<file path="config.mk">
export PLATFORM = sky130hd
export DESIGN_NAME = core_seq_ctrl
export DESIGN_NICKNAME = d
export VERILOG_FILES = /design/src/rtl/core_seq_pkg.sv /design/src/rtl/core_seq_ctrl_dwell_cnt.sv /design/src/rtl/core_seq_ctrl.sv
export SDC_FILE = /design/constraint.sdc
export NUM_CORES = 1
export LEC_CHECK = 0
export BUFFER_PORTS_ARGS = -buffer_cell sky130_fd_sc_hd__buf_2
export CORE_AREA = 2 2 114 88
export CTS_CLUSTER_DIAMETER = 50
export CTS_CLUSTER_SIZE = 10
export DETAILED_ROUTE_END_ITERATION = 6
export DIE_AREA = 0 0 116 90
export GPL_ROUTABILITY_DRIVEN = 0
export SYNTH_ARGS = -nofsm -noshare
export SYNTH_HDL_FRONTEND = slang
export SYNTH_HIERARCHICAL = 1
export SYNTH_SLANG_ARGS = --single-unit
</file>
<file path="constraint.sdc">
create_clock -name clk -period 2.55 [get_ports clk]
set_clock_uncertainty 0.1 [all_clocks]
set_input_delay 0.255 -clock clk [delete_from_list [all_inputs] [get_ports clk]]
set_output_delay 0.255 -clock clk [all_outputs]
set_load 0.02 [all_outputs]
</file>
<file path="src/rtl/core_seq_pkg.sv">
// Shared types and helpers for the systolic core sequencer.
//   - seq_state_e : sequencer FSM states
//   - INST_*      : inst_w encodings driven to the core
//   - CNT_W       : width of the shared dwell counter
//   - nw()        : weight words per kernel position (doubled in 2-bit mode)
package core_seq_pkg;

  typedef enum logic [3:0] {
    StIdle,
    StArst,
    StAset,
    StWload,
    StGap,
    StAfeed,
    StDrain,
    StRdstart,
    StRdwait,
    StRead,
    StDone
  } seq_state_e;

  localparam logic [1:0] INST_IDLE  = 2'b00;
  localparam logic [1:0] INST_WLOAD = 2'b01;
  localparam logic [1:0] INST_AFEED = 2'b10;

  localparam int unsigned CNT_W = 16;

  function automatic int unsigned nw(input logic mode, input int unsigned mac_col);
    return mode ? 2 * mac_col : mac_col;
  endfunction

endpackage

</file>
<file path="src/rtl/core_seq_ctrl_dwell_cnt.sv">
// Loadable down-counter shared by every sequencer state.
// Ports:
//   clk, reset : clock, async active-high reset
//   load       : load load_val this cycle (state entry)
//   load_val   : dwell length minus one
//   zero       : counter has reached 0 (state dwell complete)
module seq_dwell_cnt #(
  parameter int unsigned W = 16
) (
  input  logic         clk,
  input  logic         reset,
  input  logic         load,
  input  logic [W-1:0] load_val,
  output logic         zero
);

  logic [W-1:0] cnt_q;

  always_ff @(posedge clk or posedge reset) begin
    if (reset) begin
      cnt_q <= '0;
    end else if (load) begin
      cnt_q <= load_val;
    end else if (cnt_q != '0) begin
      cnt_q <= cnt_q - 1'b1;
    end
  end

  assign zero = (cnt_q == '0);

endmodule

</file>
<file path="src/rtl/core_seq_ctrl.sv">
// Hardware sequencer for the systolic core: runs the kij loop (array reset, weight load,
// activation feed, PSUM drain) for every kernel position, then the readout phase.
// Ports:
//   clk, reset            : clock, async active-high reset
//   start, abort          : run request (IDLE only) / cancel in any state
//   act_2b_mode, is_os    : mode inputs, captured on start (act_2b_q, is_os_q)
//   busy, done            : run in progress / one-cycle end-of-run pulse
//   core_reset, inst_w    : core datapath control
//   CEN_xmem, WEN_xmem,
//   A_xmem                : X_MEM read port control (WEN held high)
//   kij                   : current kernel index
//   readout_start/valid   : readout phase handshake to the core
//   perf_cycles           : run cycle count
// Configuration macro: SEQ_PERF_CNT_EN builds the perf counter; otherwise perf_cycles is 0.
module core_seq_ctrl
  import core_seq_pkg::*;
#(
  parameter int unsigned ADDR_W    = 11,
  parameter int unsigned MAC_COL   = 8,
  parameter int unsigned LEN_KIJ   = 9,
  parameter int unsigned LEN_NIJ   = 36,
  parameter int unsigned LEN_ONIJ  = 16,
  parameter int unsigned RST_CYC   = 10,
  parameter int unsigned DRAIN_CYC = 30,
  parameter int unsigned W_BASE    = 'h400
) (
  input  logic              clk,
  input  logic              reset,
  input  logic              start,
  input  logic              abort,
  input  logic              act_2b_mode,
  input  logic              is_os,
  output logic              busy,
  output logic              done,
  output logic              core_reset,
  output logic [1:0]        inst_w,
  output logic              CEN_xmem,
  output logic              WEN_xmem,
  output logic [ADDR_W-1:0] A_xmem,
  output logic [3:0]        kij,
  output logic              is_os_q,
  output logic              act_2b_q,
  output logic              readout_start,
  output logic              readout_valid,
  output logic [31:0]       perf_cycles
);

  if (W_BASE + LEN_KIJ * 2 * MAC_COL > (1 << ADDR_W)) begin : g_bad_addr_cfg
    $fatal(1, "core_seq_ctrl: weight region exceeds X_MEM address space");
  end
  if (LEN_KIJ < 1 || LEN_KIJ > 16) begin : g_bad_kij_cfg
    $fatal(1, "core_seq_ctrl: LEN_KIJ must be 1..16");
  end

  localparam logic [CNT_W-1:0] RST_LD   = CNT_W'(RST_CYC - 1);
  localparam logic [CNT_W-1:0] NIJ_LD   = CNT_W'(LEN_NIJ - 1);
  localparam logic [CNT_W-1:0] DRAIN_LD = CNT_W'(DRAIN_CYC - 1);
  localparam logic [CNT_W-1:0] ONIJ_LD  = CNT_W'(LEN_ONIJ - 1);
  localparam logic [3:0]       KIJ_LAST = 4'(LEN_KIJ - 1);

  seq_state_e        state_q, state_d;
  logic [3:0]        kij_d;
  logic              cnt_load;
  logic [CNT_W-1:0]  cnt_val;
  logic              cnt_zero;
  logic              accept;
  logic [CNT_W-1:0]  nw_ld;
  logic [ADDR_W-1:0] wl_base;
  logic [1:0]        inst_d;

  assign nw_ld   = CNT_W'(nw(act_2b_q, MAC_COL) - 1);
  assign wl_base = ADDR_W'(W_BASE) + ADDR_W'(kij) * ADDR_W'(nw(act_2b_q, MAC_COL));
  assign accept  = (state_q == StIdle) && (state_d == StArst);

  seq_dwell_cnt #(
    .W (CNT_W)
  ) u_dwell (
    .clk      (clk),
    .reset    (reset),
    .load     (cnt_load),
    .load_val (cnt_val),
    .zero     (cnt_zero)
  );

  // Next state: every transition reloads the shared counter with the new state's dwell - 1.
  always_comb begin
    state_d  = state_q;
    kij_d    = kij;
    cnt_load = 1'b0;
    cnt_val  = '0;
    unique case (state_q)
      StIdle: begin
        if (start) begin
          state_d  = StArst;
          kij_d    = '0;
          cnt_load = 1'b1;
          cnt_val  = RST_LD;
        end
      end
      StArst: if (cnt_zero) begin
        state_d  = StAset;
        cnt_load = 1'b1;
      end
      StAset: if (cnt_zero) begin
        state_d  = StWload;
        cnt_load = 1'b1;
        cnt_val  = nw_ld;
      end
      StWload: if (cnt_zero) begin
        state_d  = StGap;
        cnt_load = 1'b1;
      end
      StGap: if (cnt_zero) begin
        state_d  = StAfeed;
        cnt_load = 1'b1;
        cnt_val  = NIJ_LD;
      end
      StAfeed: if (cnt_zero) begin
        state_d  = StDrain;
        cnt_load = 1'b1;
        cnt_val  = DRAIN_LD;
      end
      StDrain: if (cnt_zero) begin
        cnt_load = 1'b1;
        if (kij < KIJ_LAST) begin
          state_d = StArst;
          kij_d   = kij + 4'd1;
          cnt_val = RST_LD;
        end else begin
          state_d = StRdstart;
        end
      end
      StRdstart: if (cnt_zero) begin
        state_d  = StRdwait;
        cnt_load = 1'b1;
      end
      StRdwait: if (cnt_zero) begin
        state_d  = StRead;
        cnt_load = 1'b1;
        cnt_val  = ONIJ_LD;
      end
      StRead: if (cnt_zero) begin
        state_d  = StDone;
        cnt_load = 1'b1;
      end
      StDone: begin
        state_d = StIdle;
        kij_d   = '0;
      end
      default: begin
        state_d = StIdle;
        kij_d   = '0;
      end
    endcase
    // Abort overrides everything, including a start seen in the same IDLE cycle.
    if (abort) begin
      state_d  = StIdle;
      kij_d    = '0;
      cnt_load = 1'b0;
    end
  end

  always_comb begin
    inst_d = INST_IDLE;
    if (state_d == StWload) inst_d = INST_WLOAD;
    if (state_d == StAfeed) inst_d = INST_AFEED;
  end

  // Outputs are decoded from the next state so they line up with the state they describe.
  always_ff @(posedge clk or posedge reset) begin
    if (reset) begin
      state_q       <= StIdle;
      kij           <= '0;
      busy          <= 1'b0;
      done          <= 1'b0;
      core_reset    <= 1'b0;
      inst_w        <= INST_IDLE;
      CEN_xmem      <= 1'b1;
      A_xmem        <= '0;
      readout_start <= 1'b0;
      readout_valid <= 1'b0;
      is_os_q       <= 1'b0;
      act_2b_q      <= 1'b0;
    end else begin
      state_q       <= state_d;
      kij           <= kij_d;
      busy          <= (state_d != StIdle);
      done          <= (state_d == StDone);
      core_reset    <= (state_d == StArst);
      inst_w        <= inst_d;
      CEN_xmem      <= !((state_d == StWload) || (state_d == StAfeed));
      readout_start <= (state_d == StRdstart);
      readout_valid <= (state_d == StRead);
      if (state_d == StWload) begin
        A_xmem <= (state_q == StWload) ? A_xmem + 1'b1 : wl_base;
      end else if (state_d == StAfeed) begin
        A_xmem <= (state_q == StAfeed) ? A_xmem + 1'b1 : '0;
      end else begin
        A_xmem <= '0;
      end
      if (accept) begin
        is_os_q  <= is_os;
        act_2b_q <= act_2b_mode;
      end else if (state_d == StIdle) begin
        is_os_q  <= 1'b0;
        act_2b_q <= 1'b0;
      end
    end
  end

  assign WEN_xmem = 1'b1;

`ifdef SEQ_PERF_CNT_EN
  logic [31:0] perf_q;

  // Loading 1 on acceptance counts cycle 0; abort leaves the value frozen.
  always_ff @(posedge clk or posedge reset) begin
    if (reset) begin
      perf_q <= '0;
    end else if (accept) begin
      perf_q <= 32'd1;
    end else if ((state_d != StIdle) && (perf_q != '1)) begin
      perf_q <= perf_q + 32'd1;
    end
  end

  assign perf_cycles = perf_q;
`else
  assign perf_cycles = '0;
`endif

endmodule

</file>
==> key figures <==
Die
  • Cell Rows: 31
  • Boundary Pins: 64
  • Initial Util: 34.1%
  • Core footprint: 0.00939 mm²
  • Die X: 116 µm
  • Die Y: 90 µm
  • Die area: 0.0104 mm²

Routing
  • Detailed Route WL: 7.38 mm
  • Post-route DRC: 0
  • Vias: 2594
  • Met3 wire len: 362 µm
  • Met2 WL: 3.13 mm
  • DR WL/cell: 13.5 µm
  • Top Layer Used: met4
  • Met1 wire length: 3.83 mm
  • 1st-pass router iterations: 4
  • Vias per cell: 4.74
  • Final antenna-violating net count: 0
  • 1st-iter DRT viols: 156

Clocking
  • Clock Sinks: 45
  • Clock transition at path regs: 0.06 ns
  • Clk root buf: clkbuf_16
  • CTS Buffer Depth: 2
  • Clock H-tree levels: 2
  • Inserted Clock Buffers: 5
  • Clk Latency, worst-skew pair: 0.28 ns
  • Clock tree from TritonCTS: built

Timing
  • Final setup viols: 0
  • Least-Margin Pin Slew: 0.666 ns
  • Fin crit period: 2.42 ns
  • Fin. max-slew vios: 0
  • Max_slew headroom: 55.6%
  • Achievable Freq: 413 MHz
  • RSZ-0062 raised after global routing: true
  • Hold Violations, Final: 0
  • Ratio of final minimum period to clock period: 94.9%

Placed design
  • DP Area: 0.00347 mm²
  • Cell count after placement: 527
  • DPL Wire Length: 5.17 mm
  • Port Buf Inserts: 30

Setup path
  • CP Class: register to register
  • Worst setup startpoint: u_dwell/cnt_q[1]
  • Crit path DAT: 2.51 ns
  • Crit-path leading delay family: simple AND/OR/NAND/NOR gates
  • FF-to-FF End: A_xmem[4]
  • Reg-to-reg slack, setup: 0.13 ns
  • Reg-to-Reg Start: u_dwell/cnt_q[1]
  • Crit start category: register
  • CP cell instances: inv_1, ha_1, nor2b_4, nand3_2, nor2_4, buf_6, nor4bb_4, a211o_1, nand4_1, buf_4, a211oi_1
  • Reg2reg path depth: 11
  • CP Max Fanout: 8
  • Slowest cell on crit path: dfrtp_1
  • Buf+Inv Stages, Crit Path: 3
  • Required time worst endpoint: 2.64 ns
  • CP max stage delay: 0.41 ns
  • Crit end category: register

Layout
  • Fillers: 988
  • Ratio of cells with drive above 1 in the final layout: 23.6%
  • Antenna cell count: 0
  • Fin cells: 547
  • Layout area overhead: 17.4%
  • Design Area, Final: 0.00376 mm²
  • Final #Nets: 427
  • Fin util: 40.1%

Synthesis
  • Syn_area_per_cell: 9.00 µm²
  • Ys flop type: dfrtp_1
  • Post-Syn Instances: 356
  • Netlist Area Pre-Place: 0.00320 mm²
  • Seq/Total Area, Yosys: 35.2%
  • Yosys warns: 6
  • Library cells used by synthesis: 68
  • Seq cells post-synth: 45
  • EDFF count, synth: 0
  • Fraction of registers with async set/reset: 100%

Min path
  • Worst hold path class: primary input to register
  • Origin of the worst min-delay path: act_2b_mode
  • Hold Path Sink: act_2b_q
  • Hold depth: 3

Power
  • Power Total: 0.00218 W
  • VDD IR max: 0.289 mV
  • PwrDens: 581 mW/mm²
  • Pleak: 1.66 nW

GRT
  • First-pass GRT wire length: 12.1 mm
  • Via count of the first global-routing pass: 2384
  • Largest net degree at the start of global routing: 30
  • GRT Util Overall: 14.2%
  • Initial antenna violation count: 0
  • Grt ovf: 0

Job
  • Max-cap violations: 0

Outcome
  • Outcome: finished, final reports clean
==> worst reg2reg max path, cell delays in order (launching register included) <==
cell,delay [ns]
dfrtp_1,0.41
inv_1,0.10
ha_1,0.17
nor2b_4,0.15
nand3_2,0.11
nor2_4,0.21
buf_6,0.13
nor4bb_4,0.25
a211o_1,0.15
nand4_1,0.17
buf_4,0.22
a211oi_1,0.16
==> registers in the layout, indices dropped and copies added, names as in the netlist <==
| name | flops |
|---|---|
| CEN_xmem | 1 |
| done | 1 |
| kij | 4 |
| core_reset | 1 |
| u_dwell/cnt_q | 16 |
| act_2b_q | 1 |
| inst_w | 2 |
| is_os_q | 1 |
| A_xmem | 11 |
| busy | 1 |
| readout_valid | 1 |
| readout_start | 1 |
| state_q | 4 |
==> report_power, final <==
part	switching, W	leakage, nW	internal (W)
logic	0.000327	1.00	0.000278
registers	0.000129	0.594	0.000817
clock network	0.000269	0.0641	0.000364
total	0.000725	1.66	0.00146
==> layout make-up <==
class | instances | area [µm²] | share of cell area, %
clock buffer | 7 | 133 | 3.53
clock inverter | 1 | 7.51 | 0.200
inverter | 13 | 48.8 | 1.30
multi-input combinational | 291 | 1910 | 50.7
sequential | 45 | 1130 | 30.0
tap | 132 | 165 | 4.39
timing repair buffer | 58 | 370 | 9.85
==> per-stage QoR <==
step,worst slack (ns),TNS (ns),hold WS [ns]
6_report,0.130,0,0.104
5_1_grt,-0.0681,-0.458,0.113
4_1_cts,0.0402,0,0.0990
3_5_place_dp,-0.00435,-0.00435,0.263
3_3_place_gp,0.126,0,0.256
2_1_floorplan,0.0574,0,0.0687
==> logic make-up (layout without fill, tap and decap cells) <==
| group | after synthesis | in the layout | synth area share [%] |
|---|---|---|---|
| adder cells (fa/ha/maj) | 7 | 7 | 2.73 |
| XOR/XNOR | 26 | 26 | 7.11 |
| other | 2 | 46 | 0.234 |
| multiplexers | 3 | 3 | 0.938 |
| buffers and inverters | 65 | 79 | 12.4 |
| flip-flops | 45 | 45 | 35.2 |
| AO/OA/AOI/OAI | 75 | 75 | 17.1 |
| AND/OR/NAND/NOR | 133 | 134 | 24.3 |
==> timing repair <==
item                                    CTS  global route
gates cloned                              0             2
pin swaps                                 1             5
gates resized for setup                   1            16
hold buffers                              1             0
buffers inserted                          3             6
endpoints found under the setup margin    1            36
hold endpoints to repair                 44             0
==> synth_stat cells (7+ instances only) <==
master	n	area [µm²]
a211oi_1	7	52.6
a21oi_1	9	45.0
buf_2	11	55.1
buf_4	33	248
dfrtp_1	44	1100
ha_1	7	87.6
inv_1	13	48.8
nand2_1	32	120
nand3_1	12	60.1
nor2_1	20	75.1
nor3_1	17	85.1
o21ai_0	18	90.1
o31ai_1	9	67.6
xnor2_1	14	123
xor2_1	12	105
==> cell usage in the layout, fill, tap and decap left out, types with 3 or more instances in the layout <==
cell type / synthesis / routed
buf_2: 11 / 30
nand2_1: 32 / 32
and2_1: 5 / 4
dfrtp_1: 44 / 43
nand4_1: 4 / 4
a211oi_1: 7 / 6
nand2b_1: 5 / 5
xor2_1: 12 / 12
nor2_1: 20 / 20
ha_1: 7 / 7
nor2b_1: 5 / 4
nor3b_1: 3 / 3
mux2i_1: 3 / 3
a21oi_1: 9 / 9
nor4_4: 2 / 3
o21ai_0: 18 / 17
nor3_1: 17 / 14
inv_1: 13 / 12
a31oi_1: 5 / 5
nor3_2: 1 / 4
buf_4: 33 / 25
conb_1: 2 / 46
clkbuf_16: 0 / 5
o31ai_1: 9 / 9
xnor2_1: 14 / 14
nand3_1: 12 / 11
a31o_2: 3 / 3
nor4_1: 4 / 4
==> routing by layer <==
| layer | up-vias | track usage [%] |
|---|---|---|
| li1 | 1296 | - |
| met2 | 61 | 19.6 |
| met4 | 0 | 3.37 |
| met1 | 1233 | 22.4 |
| met5 | - | 0 |
| met3 | 4 | 2.90 |
==> worst max path at each step <==
| stage | end | cells past startpoint | slack (ns) |
|---|---|---|---|
| global placement | inst_w[0] | 10 | 0.13 |
| detailed placement | inst_w[0] | 9 | -0.004 |
| finish | A_xmem[4] | 11 | 0.13 |
| floorplan | u_dwell/cnt_q[10] | 12 | 0.06 |
| global route | A_xmem[2] | 11 | -0.07 |
| CTS | core_reset | 10 | 0.04 |
Note: power is estimated with default switching activity, not from simulation.
